[src/rtl/crosswalk_scheduler_pkg.sv]
// Shared interval codes and scheduler state encoding, also used by the main FSM.
package crosswalk_scheduler_pkg;

    localparam logic [1:0] INTERVAL_WALK  = 2'b11;
    localparam logic [1:0] INTERVAL_CLEAR = 2'b10;

    typedef enum logic [2:0] {
        S_IDLE,
        S_START_WALK,
        S_WALK,
        S_START_CLEAR,
        S_CLEAR,
        S_DONE
    } state_t;

endpackage

[src/rtl/crosswalk_scheduler_rr_arbiter_n.sv]
// Combinational round-robin pick: first set pending bit at or after i_ptr, wrapping modulo N.
module rr_arbiter_n #(
    parameter int N = 4
) (
    input  logic [N-1:0]         i_pending,
    input  logic [$clog2(N)-1:0] i_ptr,
    output logic [N-1:0]         o_grant,
    output logic                 o_valid
);

    localparam int PW = $clog2(N);

    logic [PW:0]   w_sum [N];
    logic [PW-1:0] w_idx [N];

    genvar gi;
    generate
        for (gi = 0; gi < N; gi++) begin : g_idx
            assign w_sum[gi] = {1'b0, i_ptr} + (PW+1)'(gi);
            assign w_idx[gi] = (w_sum[gi] >= (PW+1)'(N)) ? PW'(w_sum[gi] - (PW+1)'(N))
                                                          : w_sum[gi][PW-1:0];
        end
    endgenerate

    always_comb begin
        o_grant = '0;
        o_valid = 1'b0;
        for (int k = 0; k < N; k++) begin
            if (!o_valid && i_pending[w_idx[k]]) begin
                o_grant[w_idx[k]] = 1'b1;
                o_valid           = 1'b1;
            end
        end
    end

endmodule

[src/rtl/crosswalk_scheduler.sv]
// Shares the countdown timer and walk window among N crosswalks: one WALK then CLEAR
// phase per served crosswalk, chosen round-robin from the latched requests.
module crosswalk_scheduler
    import crosswalk_scheduler_pkg::state_t,
           crosswalk_scheduler_pkg::S_IDLE,
           crosswalk_scheduler_pkg::S_START_WALK,
           crosswalk_scheduler_pkg::S_WALK,
           crosswalk_scheduler_pkg::S_START_CLEAR,
           crosswalk_scheduler_pkg::S_CLEAR,
           crosswalk_scheduler_pkg::S_DONE;
#(
    parameter int         N              = 4,
    parameter logic [1:0] INTERVAL_WALK  = crosswalk_scheduler_pkg::INTERVAL_WALK,
    parameter logic [1:0] INTERVAL_CLEAR = crosswalk_scheduler_pkg::INTERVAL_CLEAR
) (
    input  logic         clk,
    input  logic         Reset,
    input  logic [N-1:0] Walk_Req,
    input  logic         win_gnt,
    input  logic         expired,
    output logic         win_req,
    output logic         tmr_own,
    output logic [1:0]   interval,
    output logic         start_timer,
    output logic [N-1:0] walk_grant,
    output logic [N-1:0] clear_active,
    output logic [N-1:0] pending,
    output logic         protocol_err
);

    localparam int            PW   = $clog2(N);
    localparam logic [PW-1:0] LAST = PW'(N - 1);

    state_t        r_state;
    logic [N-1:0]  r_pending;
    logic [N-1:0]  r_win_oh;
    logic [PW-1:0] r_win_idx;
    logic [PW-1:0] r_rr_ptr;
    logic          r_first;
    logic          r_protocol_err;

    logic [N-1:0]  w_arb_oh;
    logic          w_arb_valid;
    logic [PW-1:0] w_arb_idx;
    logic [N-1:0]  w_pend_clr;

    rr_arbiter_n #(.N(N)) u_arb (
        .i_pending (r_pending),
        .i_ptr     (r_rr_ptr),
        .o_grant   (w_arb_oh),
        .o_valid   (w_arb_valid)
    );

    always_comb begin
        w_arb_idx = '0;
        for (int k = 0; k < N; k++) begin
            if (w_arb_oh[k]) w_arb_idx = k[PW-1:0];
        end
    end

    assign w_pend_clr = (r_state == S_START_WALK) ? r_win_oh : '0;

    // r_first masks expired for one cycle after each timer load (reload latency).
    always_ff @(posedge clk or posedge Reset) begin
        if (Reset) begin
            r_state        <= S_IDLE;
            r_pending      <= '0;
            r_win_oh       <= '0;
            r_win_idx      <= '0;
            r_rr_ptr       <= '0;
            r_first        <= 1'b0;
            r_protocol_err <= 1'b0;
        end else begin
            r_pending <= (r_pending & ~w_pend_clr) | Walk_Req;
            r_first   <= 1'b0;
            if (tmr_own && !win_gnt) r_protocol_err <= 1'b1;
            case (r_state)
                S_IDLE: begin
                    if (win_gnt && w_arb_valid) begin
                        r_state   <= S_START_WALK;
                        r_win_oh  <= w_arb_oh;
                        r_win_idx <= w_arb_idx;
                    end
                end
                S_START_WALK: begin
                    r_state <= S_WALK;
                    r_first <= 1'b1;
                end
                S_WALK: if (expired && !r_first) r_state <= S_START_CLEAR;
                S_START_CLEAR: begin
                    r_state <= S_CLEAR;
                    r_first <= 1'b1;
                end
                S_CLEAR: if (expired && !r_first) r_state <= S_DONE;
                S_DONE: begin
                    r_state  <= S_IDLE;
                    r_rr_ptr <= (r_win_idx == LAST) ? '0 : r_win_idx + 1'b1;
                end
                default: r_state <= S_IDLE;
            endcase
        end
    end

    always_comb begin
        win_req      = 1'b1;
        tmr_own      = 1'b0;
        interval     = 2'b00;
        start_timer  = 1'b0;
        walk_grant   = '0;
        clear_active = '0;
        case (r_state)
            S_IDLE: win_req = |r_pending;
            S_START_WALK: begin
                tmr_own     = 1'b1;
                interval    = INTERVAL_WALK;
                start_timer = 1'b1;
                walk_grant  = r_win_oh;
            end
            S_WALK: begin
                tmr_own    = 1'b1;
                interval   = INTERVAL_WALK;
                walk_grant = r_win_oh;
            end
            S_START_CLEAR: begin
                tmr_own      = 1'b1;
                interval     = INTERVAL_CLEAR;
                start_timer  = 1'b1;
                clear_active = r_win_oh;
            end
            S_CLEAR: begin
                tmr_own      = 1'b1;
                interval     = INTERVAL_CLEAR;
                clear_active = r_win_oh;
            end
            S_DONE:  win_req = 1'b0;
            default: win_req = 1'b0;
        endcase
    end

    assign pending      = r_pending;
    assign protocol_err = r_protocol_err;

endmodule

[config.mk]
export PLATFORM = sky130hd
export DESIGN_NAME = crosswalk_scheduler
export DESIGN_NICKNAME = d
export VERILOG_FILES = /design/src/rtl/crosswalk_scheduler_pkg.sv /design/src/rtl/crosswalk_scheduler_rr_arbiter_n.sv /design/src/rtl/crosswalk_scheduler.sv
export SDC_FILE = /design/constraint.sdc
export NUM_CORES = 1
export LEC_CHECK = 0
export BUFFER_PORTS_ARGS = -buffer_cell sky130_fd_sc_hd__clkbuf_2
export CAP_MARGIN = 15
export CORE_ASPECT_RATIO = 1.25
export CORE_MARGIN = 1.5
export CORE_UTILIZATION = 40
export CTS_CLUSTER_SIZE = 20
export DETAILED_ROUTE_END_ITERATION = 10
export PLACE_DENSITY = 0.68
export SYNTH_ARGS = -nofsm -noshare
export SYNTH_HDL_FRONTEND = slang
export SYNTH_SLANG_ARGS = --single-unit
[constraint.sdc]
create_clock -name clk -period 3.15 [get_ports clk]
set_input_delay 0.63 -clock clk [delete_from_list [all_inputs] [get_ports clk]]
set_output_delay 0.63 -clock clk [all_outputs]
set_load 0.02 [all_outputs]
== Word level (Yosys, flattened, before mapping) ==
Cells that the tools add are included.
Operators by class
  $add $sub $neg: 8
  order comparisons: 12
  eq/ne operators: 9
  muxes and demuxes: 43
  bitwise logic cells: 6
  reductions and logical operators: 23
Operators by type and width (count)
  $mux W4: 7
  $or A4 B4 Y4: 4
  $mux W1: 15
  $pmux W3 S5: 1
  $mux W2: 7
  $lt A2 B3 Y1 const B: 4
  $logic_and A1 B1 Y1: 10
  $ge A3 B3 Y1 const B: 3
  $mux W3: 3
  $bmux W1 S2: 4
  $demux W1 S2: 4
  $ge A2 B1 Y1 const B: 4
  $reduce_or A4 Y1: 2
  $sub A2 B1 Y2 const B: 4
  $add A2 B2 Y3 const B: 2
  $eq A3 B2 Y1 const B: 2
  $eq A3 B3 Y1 const B: 2
  $ne A2 B2 Y1 const B: 3
  $reduce_or A2 Y1: 3
  $logic_not A1 Y1: 5
  $and A4 B4 Y4: 1
  $not A4 Y4: 1
  $pmux W2 S2: 1
  $add A2 B1 Y3 const B: 1
  other kinds (8): 8
Word-level totals
  bits in registers: 17
  input bits: 8
  output and inout port bits: 18
  logic and storage cells: 108

== Logic depth before layout (Yosys ltp) ==
Gate-level depths: netlist (run 1).
  word-level depth: 17
  depth in mapped cells: 8
  mapped depth without buffers: 7

== Cells and area by module ==
From an unflattened synthesis (run 1), not the netlist that was laid out.
Second synthesis, totals
  cell total of the unflattened synthesis: 137
  area total of the unflattened synthesis: 1367.6 sq um
Modules (own cells, without submodules)
  crosswalk_scheduler: times used 1, cells each 75, area each 859.6 sq um, seq. area each 425.4 sq um
  rr_arbiter_n: times used 1, cells each 62, area each 508.0 sq um, seq. area each 0.0 sq um

== Worst setup path after synthesis (run 1) ==
No wires, ideal clock.
  kind: flip-flop to flip-flop
  start point: register r_rr_ptr[0]
  end point: register r_win_oh[3]
  library setup time: 0.069 ns
  arrival time: 2.463 ns
  data required time: 3.081 ns
  path slack: 0.618 ns
  stages on the path, launching flop included: 9
  buffers on the path: 1
  period minus slack after synthesis: 2.532 ns
  cell sequence: dfrtp_1 > clkbuf_1 > inv_1 > ha_1 > mux4_2 > or4b_1 > a21o_1 > and4_4 > nor2_2
On the way
  cells in the longest elaborated chain, start to end: 16
  elaborated cells between the ends (all ways): 62
  classes of those cells: add/sub: 7; order compare: 12; mux: 28; bitwise: 3; reduce/logical: 12
Ends and longest elaborated chain
  start: declaration: RTL line crosswalk_scheduler.sv:38  | logic [PW-1:0] r_rr_ptr;
  start signal: assignment: RTL line crosswalk_scheduler.sv:97  | r_rr_ptr <= (r_win_idx == LAST) ? '0 : r_win_idx + 1'b1;
  parallel branches: the longest is 16 deep, another holds $add A2 B1 Y3
  end signal: assignment: RTL line crosswalk_scheduler.sv:81  | r_win_oh <= w_arb_oh;
  end: declaration: RTL line crosswalk_scheduler.sv:36  | logic [N-1:0] r_win_oh;
Parallel ways; which one is timed is not known. The select of a mux whose other input is x is not followed.
A chain may end at the register's enable or synchronous reset.

== Worst setup path after layout (run 1) ==
  start point: register r_rr_ptr[1]
  end point: register r_win_oh[3]
Same word-level chain as after synthesis.

==> metrics.cfg, run 1 <==
[run_status]
status=finished clean

[finish]
instances_no_fill=184
drive_gt1_share_pct=25.3
diodes=0
area_growth_syn_to_layout_pct=12.9
fin_nets=165
final_core_util_pct=48.4
fillers=265

[yosys]
synth_ff_type=dfrtp_1
ys_ff_latch=17
synth.distinct_cells=39
avgSynthCellArea_um2=9.18
synth_warnings=0
syn_nets=143
syn_area_um2=1180
synth-seq-area-share_pct=35.9
synth-edff-count=0
netlist_instances=129
async_flop_share_pct=100

[drt]
drt_drc_violations_left=0
vias=1021
viasPerCell=5.55
first_iter_violations=15
wl_per_cell_um=13.8
wl_mm=2.53
antenna_left=0
dr.pass1.iters=4

[placed_design]
place.port_buffers=25
dpl.hpwl_mm=1.92
dp_slack_ns=0.793
dp.cells=180
gp_congestion=0.842

[power]
power.total_mw=1.34
p_leak_nw=0.612
power.density_nw_per_um2=1000
ir_drop_mv=0.492

[clock_network]
cts_max_path_buffers=2
htreeDepth=1
cts-buffers-inserted=3
cts.clk_slew.worst_paths_ns=0.09
root_buffer=clkbuf_4
hold_buffers=0
worst_skew_pair.late_latency_ns=0.28
numClockSinks=17
post-cts-setup-buffer-count=0
cts_resized=0
cts_tree=built

[timing]
finClkSkew_ns=0.000848
slew_violations=0
worst_pin_slew_ns=0.625
period_share_pct=76.3
tns_ns=0
fmax_mhz=416
setup-violations-final=0
hold_violations=0
rsz0062_at_grt=no
fin_crit_ns=2.40
worst_slack_ns=0.747
relSlewSlack_pct=58.3

[floorplan]
ios=26
die_w_um=51.7
die_y_um=63.8
rows=21
dieArea_um2=3300
core-area_um2=2760
initial_utilization_pct=42.9

[grt]
grt_pass1_vias=986
antenna_found_initial=0
grt_pass1_wl_mm=4.31
grt_start_max_net_pins=18
grt.overflow.total=0
grt_use_total_pct=17.0

[min_path]
worstHoldPathType=in2async

[run]
max_cap_violations=0

[worst_setup_path]
path_max_fanout=8
startpoint_type=flip-flop
endpoint_kind=flip-flop
worstPathArrival_ns=2.63
crit_required_ns=3.37
critical_path_class=reg2reg

## cell usage after synthesis (2+ instances only)
library cell | count | area share [%]
a221oi_1 | 2 | 1.5
nor3b_1 | 5 | 3.2
ha_1 | 6 | 6.3
mux4_2 | 2 | 3.8
o31ai_1 | 2 | 1.3
a21oi_1 | 5 | 2.1
or4b_1 | 3 | 2.5
clkbuf_1 | 7 | 2.2
dfrtp_1 | 17 | 36
buf_6 | 2 | 1.9
nor2b_1 | 4 | 2.1
nor3_1 | 2 | 0.85
inv_1 | 5 | 1.6
or2_2 | 2 | 1.1
and2_1 | 8 | 4.2
and3b_1 | 2 | 1.5
nand2_1 | 14 | 4.4
a31oi_1 | 3 | 1.6
nor2_1 | 10 | 3.2
a21o_1 | 6 | 3.8
nand3b_1 | 4 | 2.5
## cell usage in the layout, fill, tap and decap left out, drive strengths merged, types with 2 or more instances in the layout
cell and count:
nor3 2, o31ai 2, nand2 14, and3b 2
dfrtp 17, or4b 3, or2 3, a221oi 2
a21o 6, o21ai 2, and2 8, inv 5
nand3b 4, nor3b 5, ha 6, clkbuf 29
a31oi 3, nor2b 4, nor2 11, a21oi 5
mux4 2
## sequential cells by signal, summed over array words and instances (netlist names)
signal and flops:
r_first 1, pending 4, r_win_idx 2, r_win_oh 4, r_state 3, r_rr_ptr 2
protocol_err 1
## cell type report
| class | count | area [um2] | area share (%) |
|---|---|---|---|
| inverter | 5 | 18.8 | 1.40 |
| timing repair buffer | 26 | 133 | 9.93 |
| clock buffer | 4 | 26.3 | 1.97 |
| tap | 34 | 42.5 | 3.18 |
| sequential | 17 | 425 | 31.8 |
| multi-input combinational | 98 | 691 | 51.7 |
## worst max-delay path, cell delays in order, from the launching register on
cell and delay (ns):
dfrtp_1 0.50, inv_1 0.10, ha_1 0.33, mux4_2 0.38
or4b_1 0.55, a21o_1 0.21, and4_4 0.19, nor2_2 0.09
## where the power goes
group	internal [mW]	leakage, nW	switching, mW
clock	0.0492	0.0150	0.0625
combinational	0.333	0.405	0.458
sequential	0.305	0.192	0.135
## worst paths after layout
path	depth (start not counted)	endpoint	startpoint	slack (ns)
setup / recovery	7	r_win_oh[3]	r_rr_ptr[1]	0.75
hold / removal	2	protocol_err	Reset	0.39
setup reg to reg	7	r_win_oh[3]	r_rr_ptr[1]	0.75
hold reg to reg	1	protocol_err	protocol_err	0.48
max in group asynchronous	2	r_state[0]	Reset	2.36
min in group clk	1	protocol_err	protocol_err	0.48
## per-layer routing
metal  GRT usage, %  vias up  part of all wire [%]
met4           8.88        0                   2.6
met2           29.0       28                    49
met1           20.8      493                    44
met3           1.64        6                   4.3
li1               -      494                     -
met5              0        -                     0
## through the flow
step	hold slack (ns)	cell area [um2]
2_1_floorplan	0.461	1180
3_3_place_gp	0.444	1310
3_5_place_dp	0.454	1310
4_1_cts	0.411	1340
5_1_grt	0.467	1340
6_report	0.392	1340
## logic make-up after synthesis
family	share of synthesized area [%]
adders and majority gates	6.34
and+or+nand+nor	29.9
xor gates and xnor gates	0.740
AOI/OAI and AO/OA	16.6
buffers and inverters	5.71
muxes	4.76
DFF	35.9
(Power assumes the default switching activity.)
==> run 2, diff against run 1 <==
- ABC_AREA: not set -> 1
- clock period: 3.15 -> 2.4 ns (I/O delays scaled with it)
==> metrics.cfg, run 2 <==
[grt]
antenna_found_initial=0
grt_start_max_net_pins=18
grt.overflow.total=0
grt_pass1_vias=1074
grt_pass1_wl_mm=4.53
grt_use_total_pct=18.0

[drt]
wl_per_cell_um=10.9
dr.pass1.iters=4
wl_mm=2.56
viasPerCell=4.77
antenna_left=0
vias=1122
drt_drc_violations_left=0
first_iter_violations=29

[yosys]
synth_commonest_cells=nand2_1 (41), inv_1 (29), nor2_1 (24)
synth.distinct_cells=20
synth_largest_area_cell=dfrtp_1
synth.most_common_cell=nand2_1
netlist_instances=171
synth-edff-count=0
synth-seq-area-share_pct=35.6
synth_ff_type=dfrtp_1
synth_top_area_share_pct=35.6
ys_ff_latch=17
syn_area_um2=1200
netlist_top_cells_area=dfrtp_1 (36%), nand2_1 (13%), inv_1 (9.1%)
async_flop_share_pct=100
syn_nets=185
synth_warnings=0
avgSynthCellArea_um2=7.00

[clock_network]
post-cts-setup-buffer-count=0
worst_skew_pair.late_latency_ns=0.31
htreeDepth=1
cts_resized=0
cts_tree=built
root_buffer=clkbuf_4
numClockSinks=17
hold_buffers=0
cts_max_path_buffers=2
cts-buffers-inserted=3
cts.clk_slew.worst_paths_ns=0.10

[floorplan]
core-area_um2=2890
ios=26
rows=22
die_w_um=51.9
initial_utilization_pct=41.4
dieArea_um2=3330
die_y_um=64.1

[finish]
design_area_um2=1380
diodes=0
final_core_util_pct=47.8
final_cell_mix=nand2_1 (41), inv_1 (29), clkbuf_2 (25)
fin_nets=214
final_common_cell=nand2_1
drive_gt1_share_pct=21.6
area_growth_syn_to_layout_pct=15.5

[timing]
fin_crit_ns=2.18
setup-violations-final=0
hold_violations=0
tns_ns=0
worst_pin_slew_ns=0.654
worst_slack_ns=0.222
finClkSkew_ns=0.00862
hold_slack_ns=0.225
rsz0062_at_grt=no
slew_violations=0
relSlewSlack_pct=56.4
period_share_pct=90.8
fmax_mhz=459

[worst_setup_path]
path_cells=nor2_1 -> nand2_1 -> nand2_1 -> nor2_1 -> o21ai_0 -> clkbuf_2
reg2reg_to=r_win_idx[0]
slowest_stage=dfrtp_1
path_max_fanout=7
path_depth=6
reg2reg_depth=12
startpoint=r_state[2]
worstPathArrival_ns=1.70
cpPeakStageDelay_ns=0.48
critPathBufInv=1
cp-endpoint=win_req
cpLargestDelayFamily=simple AND/OR/NAND/NOR gates
crit_required_ns=1.92
endpoint_kind=output port
reg2reg_from=r_rr_ptr[0]
critical_path_class=reg2out
startpoint_type=flip-flop
r2r_slack_ns=0.48

[power]
power.density_nw_per_um2=1390
p_leak_nw=0.809
ir_drop_mv=0.975

[run]
max_cap_violations=0

[min_path]
worstHoldPathType=in2async

[placed_design]
dp_slack_ns=0.493
dpl_cell_area_um2=1360
place.port_buffers=25
gp_congestion=0.774
dpl.hpwl_mm=2.08

[run_status]
status=finished clean

-- run 2: changes by cell type after synthesis, sizes merged, moves of 6 or more --
cell,delta
nand2,+34
inv,+27
nand3,+22
nor2,+14
and2,-8
clkbuf,-7
o21ai,+7
a21o,-6
-- run 2: final cells by class --
cell class,count,area [um2]
clock buffer,4,26.3
fill,310,1510
inverter,32,120
multi-input combinational,121,639
sequential,17,425
tap,36,45.0
timing repair buffer,25,125
-- run 2: routing by layer --
metal	part of all wire (%)	GRT usage (%)	vias up
met3	3.7	1.40	5
met2	50	31.2	30
met5	0	0	-
met4	2.2	8.88	0
met1	44	21.8	502
li1	-	-	585
-- run 2: power by group --
group / switching, mW / leakage (nW) / internal (mW) / total [mW]
clock network: 0.0947 / 0.0150 / 0.0650 / 0.160
registers: 0.0988 / 0.197 / 0.388 / 0.486
logic: 0.872 / 0.596 / 0.397 / 1.27
-- run 2: worst min path at each step --
stage,to,slack [ns],depth (start not counted)
floorplan,pending[0],0.41,1
global placement,protocol_err,0.48,1
detailed placement,protocol_err,0.49,1
CTS,protocol_err,0.25,2
global route,protocol_err,0.31,2
finish,protocol_err,0.22,2
-- run 2: logic make-up (layout without fill, tap and decap cells) --
family                     after synthesis  count (layout)  share of synthesized area (%)
adders and majority gates                6               6                           6.28
DFF                                     17              17                           35.6
buffers and inverters                   33              61                           11.0
AOI/OAI and AO/OA                       18              18                           8.37
and+or+nand+nor                         97              97                           38.8
-- run 2: per-stage QoR --
step                cells  total power [mW]
floorplan             171              1.47
global route          235              2.11
global placement      231              1.76
finish                235              1.92
CTS                   235              1.93
detailed placement    231              1.77
==> run 3, diff against run 2 <==
- CORE_UTILIZATION: 40 -> 53
- GPL_ROUTABILITY_DRIVEN: not set -> 1
- PLACE_DENSITY: 0.68 -> 0.84
- SKIP_CTS_REPAIR_TIMING: not set -> 1
==> metrics.cfg, run 3 (same netlist as run 2, synthesis figures left out) <==
[finish]
final_common_cell=nand2_1
fin_nets=214
final_cell_mix=nand2_1 (41), inv_1 (29), clkbuf_2 (25)
seq_area_um2=425
multi_input_area_um2=639
drive_gt1_share_pct=21.6
fillers=196
diodes=0
area_growth_syn_to_layout_pct=15.0
final_core_util_pct=63.6

[worst_setup_path]
endpoint_kind=output port
cpLargestDelayFamily=simple AND/OR/NAND/NOR gates
r2r_slack_ns=0.44
critical_path_class=reg2out
cpPeakStageDelay_ns=0.46
worstPathArrival_ns=1.74
reg2reg_from=r_rr_ptr[1]
path_max_fanout=7
reg2reg_to=r_win_idx[0]
reg2reg_depth=11
startpoint_type=flip-flop
path_cells=nor2_1 -> nand2_1 -> nand2_1 -> nor2_1 -> o21ai_0 -> clkbuf_2
critPathBufInv=1
crit_required_ns=1.92
slowest_stage=dfrtp_1

[clock_network]
numClockSinks=17
cts_max_path_buffers=2
worst_skew_pair.late_latency_ns=0.30
htreeDepth=1
cts-buffers-inserted=3
cts_tree=built
root_buffer=clkbuf_4
cts.clk_slew.worst_paths_ns=0.10

[power]
ir_drop_mv=0.826
p_leak_nw=0.809
power.total_mw=1.93
power.density_nw_per_um2=1410

[timing]
worst_pin_slew_ns=0.625
hold_violations=0
worst_slack_ns=0.176
hold_slack_ns=0.233
slew_violations=0
fin_crit_ns=2.22
finClkSkew_ns=0.00620
tns_ns=0
relSlewSlack_pct=58.3
period_share_pct=92.7
fmax_mhz=450
setup-violations-final=0
rsz0062_at_grt=no

[floorplan]
die_w_um=45.5
core-area_um2=2160
dieArea_um2=2550
die_y_um=56.1
rows=19
initial_utilization_pct=55.3
ios=26

[min_path]
worstHoldPathType=in2async

[drt]
drt_drc_violations_left=0
vias=1168
dr.pass1.iters=5
wl_mm=2.69
antenna_left=0
first_iter_violations=25
viasPerCell=5.08
wl_per_cell_um=11.7

[grt]
antenna_found_initial=0
grt_pass1_wl_mm=4.56
grt_use_total_pct=23.7
grt_start_max_net_pins=18
grt.overflow.total=0
grt_pass1_vias=1126

[placed_design]
gp_congestion=0.828
dpl.hpwl_mm=2.13
dp_slack_ns=0.476
place.port_buffers=25

[run_status]
status=finished clean

[run]
max_cap_violations=0

[run 3: cell counts in the layout (fill, tap and decap cells not counted)]
No cell type changed its count.
[run 3: through the flow]
| stage | cells | cell area, um2 |
|---|---|---|
| after floorplan | 171 | 1200 |
| after global placement | 226 | 1350 |
| after detailed placement | 226 | 1350 |
| after CTS | 230 | 1380 |
| after global routing | 230 | 1380 |
| final | 230 | 1380 |
[run 3: how the worst max path moves through the flow]
stage | endpoint | slack [ns] | start | cells after the start
floorplan | walk_grant[0] | 0.29 | r_state[2] | 5
global placement | r_win_idx[0] | 0.53 | r_rr_ptr[0] | 12
detailed placement | r_win_idx[0] | 0.48 | r_rr_ptr[1] | 12
CTS | walk_grant[2] | 0.19 | r_state[2] | 6
global route | win_req | 0.06 | r_state[0] | 7
finish | win_req | 0.18 | r_state[2] | 6
[run 3: power by group]
part           internal, mW  total [mW]  switching, mW
combinational         0.398        1.29          0.889
sequential            0.388       0.490          0.103
clock                0.0648       0.158         0.0931
[run 3: final cells by class]
cell class	instances	share of cell area (%)
clock buffer	4	1.91
inverter	32	8.74
multi-input combinational	121	46.5
sequential	17	30.9
tap	31	2.82
timing repair buffer	25	9.10
[run 3: routing by layer]
metal / GRT usage (%) / share of wire [%]
met4: 11.8 / 2.9
met3: 1.30 / 5.5
met1: 27.8 / 40
met5: 0 / 0
met2: 41.2 / 52
